## config.mk

```make
export PLATFORM = sky130hd
export DESIGN_NAME = hazard_ctrl
export DESIGN_NICKNAME = d
export VERILOG_FILES = /design/src/rtl/hazard_ctrl.sv
export SDC_FILE = /design/constraint.sdc
export NUM_CORES = 1
export LEC_CHECK = 0
export ABC_AREA = 0
export BUFFER_PORTS_ARGS = -buffer_cell sky130_fd_sc_hd__buf_4
export CAP_MARGIN = 5
export CORE_ASPECT_RATIO = 0.75
export CORE_MARGIN = 3
export CORE_UTILIZATION = 47
export DETAILED_ROUTE_END_ITERATION = 10
export GPL_TIMING_DRIVEN = 0
export PLACE_DENSITY = 0.76
export SKIP_CTS_REPAIR_TIMING = 1
export SYNTH_ARGS = -nofsm -noshare
export SYNTH_HDL_FRONTEND = slang
export SYNTH_SLANG_ARGS = --single-unit
```

## constraint.sdc

```tcl
create_clock -name CLK -period 2 [get_ports CLK]
set_clock_uncertainty 0.1 [all_clocks]
set_input_delay 0.4 -clock CLK [delete_from_list [all_inputs] [get_ports CLK]]
set_output_delay 0.4 -clock CLK [all_outputs]
set_load 0.05 [all_outputs]
```

## src/rtl/hazard_ctrl.sv

```systemverilog
// Pipeline hazard controller: register enables/flushes, PC enable,
// halt drain sequencing and saturating stall/flush counters.
module hazard_ctrl #(
  parameter int CNT_W = 32
) (
  input  logic             CLK,
  input  logic             nRST,
  input  logic             ihit,
  input  logic             dhit,
  input  logic             idex_MemRead,
  input  logic [4:0]       idex_rt,
  input  logic [4:0]       ifid_rs,
  input  logic [4:0]       ifid_rt,
  input  logic             exmem_dREN,
  input  logic             exmem_dWEN,
  input  logic             branch_taken,
  input  logic             jump_id,
  input  logic             exmem_halt,
  output logic             pc_WEN,
  output logic             ifid_WEN,
  output logic             idex_WEN,
  output logic             exmem_WEN,
  output logic             memwb_WEN,
  output logic             ifid_flush,
  output logic             idex_flush,
  output logic             exmem_flush,
  output logic             memwb_flush,
  output logic             halted,
  output logic [CNT_W-1:0] stall_cnt,
  output logic [CNT_W-1:0] flush_cnt
);

  typedef enum logic [1:0] {
    RUN    = 2'd0,
    DRAIN  = 2'd1,
    HALTED = 2'd2
  } state_t;

  localparam logic [CNT_W-1:0] CNT_MAX = '1;

  state_t state, nxt;
  logic   dwait;
  logic   loaduse;
  logic   stall_inc;
  logic   flush_inc;

  assign dwait = (exmem_dREN | exmem_dWEN) & ~dhit;

  assign loaduse = idex_MemRead
                 & (idex_rt != 5'd0)
                 & ((idex_rt == ifid_rs) | (idex_rt == ifid_rt));

  always_comb begin
    pc_WEN      = 1'b0;
    ifid_WEN    = 1'b0;
    idex_WEN    = 1'b0;
    exmem_WEN   = 1'b0;
    memwb_WEN   = 1'b0;
    ifid_flush  = 1'b0;
    idex_flush  = 1'b0;
    exmem_flush = 1'b0;
    memwb_flush = 1'b0;
    halted      = 1'b0;
    nxt         = state;
    if (nRST) begin
      unique case (state)
        RUN: begin
          pc_WEN    = 1'b1;
          ifid_WEN  = 1'b1;
          idex_WEN  = 1'b1;
          exmem_WEN = 1'b1;
          memwb_WEN = 1'b1;
          if (dwait) begin
            // retire a bubble so the stalled MEM op is not written back twice
            pc_WEN      = 1'b0;
            ifid_WEN    = 1'b0;
            idex_WEN    = 1'b0;
            exmem_WEN   = 1'b0;
            memwb_flush = 1'b1;
          end else if (exmem_halt) begin
            pc_WEN      = 1'b0;
            ifid_flush  = 1'b1;
            idex_flush  = 1'b1;
            exmem_flush = 1'b1;
            nxt         = DRAIN;
          end else if (branch_taken) begin
            ifid_flush  = 1'b1;
            idex_flush  = 1'b1;
            exmem_flush = 1'b1;
          end else if (loaduse) begin
            pc_WEN     = 1'b0;
            ifid_WEN   = 1'b0;
            idex_flush = 1'b1;
          end else if (jump_id) begin
            ifid_flush = 1'b1;
          end else if (!ihit) begin
            pc_WEN     = 1'b0;
            ifid_flush = 1'b1;
          end
        end
        DRAIN: begin
          memwb_WEN = 1'b1;
          nxt       = HALTED;
        end
        HALTED: begin
          halted = 1'b1;
        end
        default: nxt = RUN;
      endcase
    end
  end

  assign stall_inc = (state == RUN) & ~pc_WEN;
  assign flush_inc = (state == RUN) & ~dwait
                   & ~exmem_halt & branch_taken;

  always_ff @(posedge CLK or negedge nRST) begin
    if (!nRST) begin
      state     <= RUN;
      stall_cnt <= '0;
      flush_cnt <= '0;
    end else begin
      state <= nxt;
      if (stall_inc && stall_cnt != CNT_MAX)
        stall_cnt <= stall_cnt + 1'b1;
      if (flush_inc && flush_cnt != CNT_MAX)
        flush_cnt <= flush_cnt + 1'b1;
    end
  end

endmodule

```

==> flow_summary.toml <==
[global_route]
grt-ovfl-total = 0
grt_pass1_vias = 2886
grt_pass1_wl_um = 13600
grt_use_total_pct = 20.0
grt_antenna_before_repair = 0
grt_max_degree = 70

[yosys]
ys_warn_count = 0
synth.area.top_cells = "dfrtp_1 (48%), xnor2_1 (11%), xor2_1 (7.9%)"
synth_area_per_cell_sq_um = 10.2
synth_flop_cell = "dfrtp_1"
synthCells = 336
synthTopCellsByCount = "dfrtp_1 (66), xnor2_1 (42), nand2_1 (33), xor2_1 (31), nor2_1 (24)"
yosysTopAreaCell = "dfrtp_1"
synth-edff-count = 0
yosysMostFrequentCell = "dfrtp_1"
synth-seq-cells = 66
yosys.area.top_type_share_pct = 48.3
ys_types = 41
syn-num-nets = 363
ys_seq_area_share_pct = 48.3
synthArstFlopShare_pct = 100
syn_area_sq_um = 3420

[power]
power_uw = 4790
leakagePower_uw = 0.00246
ir_worst_vdd_mv = 0.921
pwr_density_cell_nw_per_um2 = 888

[cts]
cts.sinks = 66
numCtsBuffers = 9
htree_levels = 3
clk_latency_ps = 340
cts_root_buffer = "clkbuf_8"
cts_tree = "yes"
clockBufferDepth = 2
clkSlewWorstSetupHoldPaths_ps = 70

[setup_path]
endpoint_kind = "primary output"
critPathTopFamily = "simple AND/OR/NAND/NOR gates"
crit_type = "in -> out"
critPathArrivalTime_ps = 1800
slowest_stage = "or4_4"
crit_top_cell = "o21ai_2"
max_stage_delay_ps = 530
path_cells = "buf_8, or4_4, o21ai_2, nand2b_4, o21ai_2, a21oi_2, buf_6"
worst_setup_path_start_kind = "input pin"
worstPathRequired_ps = 1500
path_max_fanout = 4
critPathBufInv = 2

[flow_run]
cap_viol_max_count = 0

[status]
failed_checks = "negative hold slack, negative setup slack"
status = "finished, violations left"

[timing]
period_share_pct = 115
tightest_slew_ps = 409
fin_ws_ps = -301
slew_headroom_pct = 72.6
fmaxAchievable_mhz = 435
finalHoldViolCount = 66
rsz0062_at_grt = "yes"
whs_ps = -159
period_needed_ps = 2300
setup_viol = 36
final-max-slew-violation-count = 0
fin_tns_setup_ps = -4470

[finish]
syn2layout_area_growth_pct = 57.7
finalInstanceArea_sq_um = 5390
antennaDiodeCount = 0
final_nets = 506
drive_above_1_share_pct = 58.1

[worst_hold_path]
hp-class = "in -> async"

[route]
wl_per_cell_um = 15.9
wl_um = 9230
vias = 3109
viasPerCell = 5.34
drt-initial-drc-count = 109
route.detailed.drc = 0
ant_nets = 0
firstDrtPassIters = 4

[die]
die-width_um = 104
die_area_sq_um = 8340
start_util_pct = 49.3
io_pins = 99
core_area_sq_um = 6930
core.rowCount = 26
die_y_um = 79.9

[placed_design]
gp_congestion = 0.807
place_area_sq_um = 4550
port-buffer-count = 98
hpwl_um = 5850
[worst register-to-register path: stages (launching register included)]
cell     delay [ps]
dfrtp_2         430
nor2_4          170
nand3_4          90
or3_4           430
a22oi_2         210
buf_6           150
buf_6           140
buf_12          140
nor3_1           60
xor2_1          140
[path summary, 6_finish.rpt]
| kind | startpoint | end | slack, ps | depth (start not counted) |
|---|---|---|---|---|
| worst max-delay path | idex_rt[4] | ifid_flush | -300 | 7 |
| worst min-delay path | nRST | stall_cnt[6] | -160 | 1 |
| worst max register to register | state[0] | stall_cnt[5] | -170 | 9 |
| worst min register to register | stall_cnt[29] | stall_cnt[29] | 370 | 1 |
| max in group asynchronous | nRST | stall_cnt[0] | 1660 | 1 |
| min in group CLK | exmem_halt | state[0] | 230 | 2 |
[metrics by stage]
step | utilization [%] | worst slack (ps) | cells
finish | 77.8 | -301 | 582
global route | 77.8 | -341 | 582
CTS | 68.1 | -639 | 548
detailed placement | 65.7 | -1010 | 532
global placement | 65.7 | -976 | 532
floorplan | - | -300 | 336
[layout make-up]
type                            instances  area, sq um
Sequential cell                        66         1720
Clock inverter                          4         20.0
Inverter                                9         36.3
Clock buffer                           12          145
Buffer                                  4         58.8
Timing Repair Buffer                  136         1140
Multi-Input combinational cell        253         2150
Tap cell                               98          123
Fill cell                             465         1540
[routing by layer]
metal  GRT usage (%)  up-vias  routed length (um)
met5               0        -                   0
met2            31.8      101                4470
met4            6.37        0                 114
met1            26.8     1528                4120
met3            5.50       13                 528
li1                -     1467                   -
[cell families after synthesis]
family,after synthesis,share of synthesized area (%)
mux,2,0.659
buf+inv,17,2.85
xor+xnor,73,18.7
simple gates,166,26.7
fa+ha+maj,2,0.732
flops,66,48.3
compound gates,10,2.01
[sequential cells by signal (all words and copies together), names as in the netlist]
name,count
state,2
flush_cnt,32
stall_cnt,32
[cells in the final DEF (no fill, tap or decap), drive strengths merged, types with 2 or more instances in the layout]
cell type	instances
a21oi	3
and2	4
and3	11
and4	7
buf	139
clkbuf	13
clkinv	4
dfrtp	66
ha	2
inv	9
mux2	2
nand2	33
nand2b	2
nand3	23
nand4	20
nand4b	2
nor2	25
nor3	12
nor3b	2
nor4	15
nor4b	2
o21ai	2
or3	2
or4	2
xnor2	42
xor2	31
[report_power, final]
part	switching [uW]	internal, uW
sequential	196	1490
clock	492	476
combinational	1230	905
No activity file was read; power rests on OpenSTA's default activity.
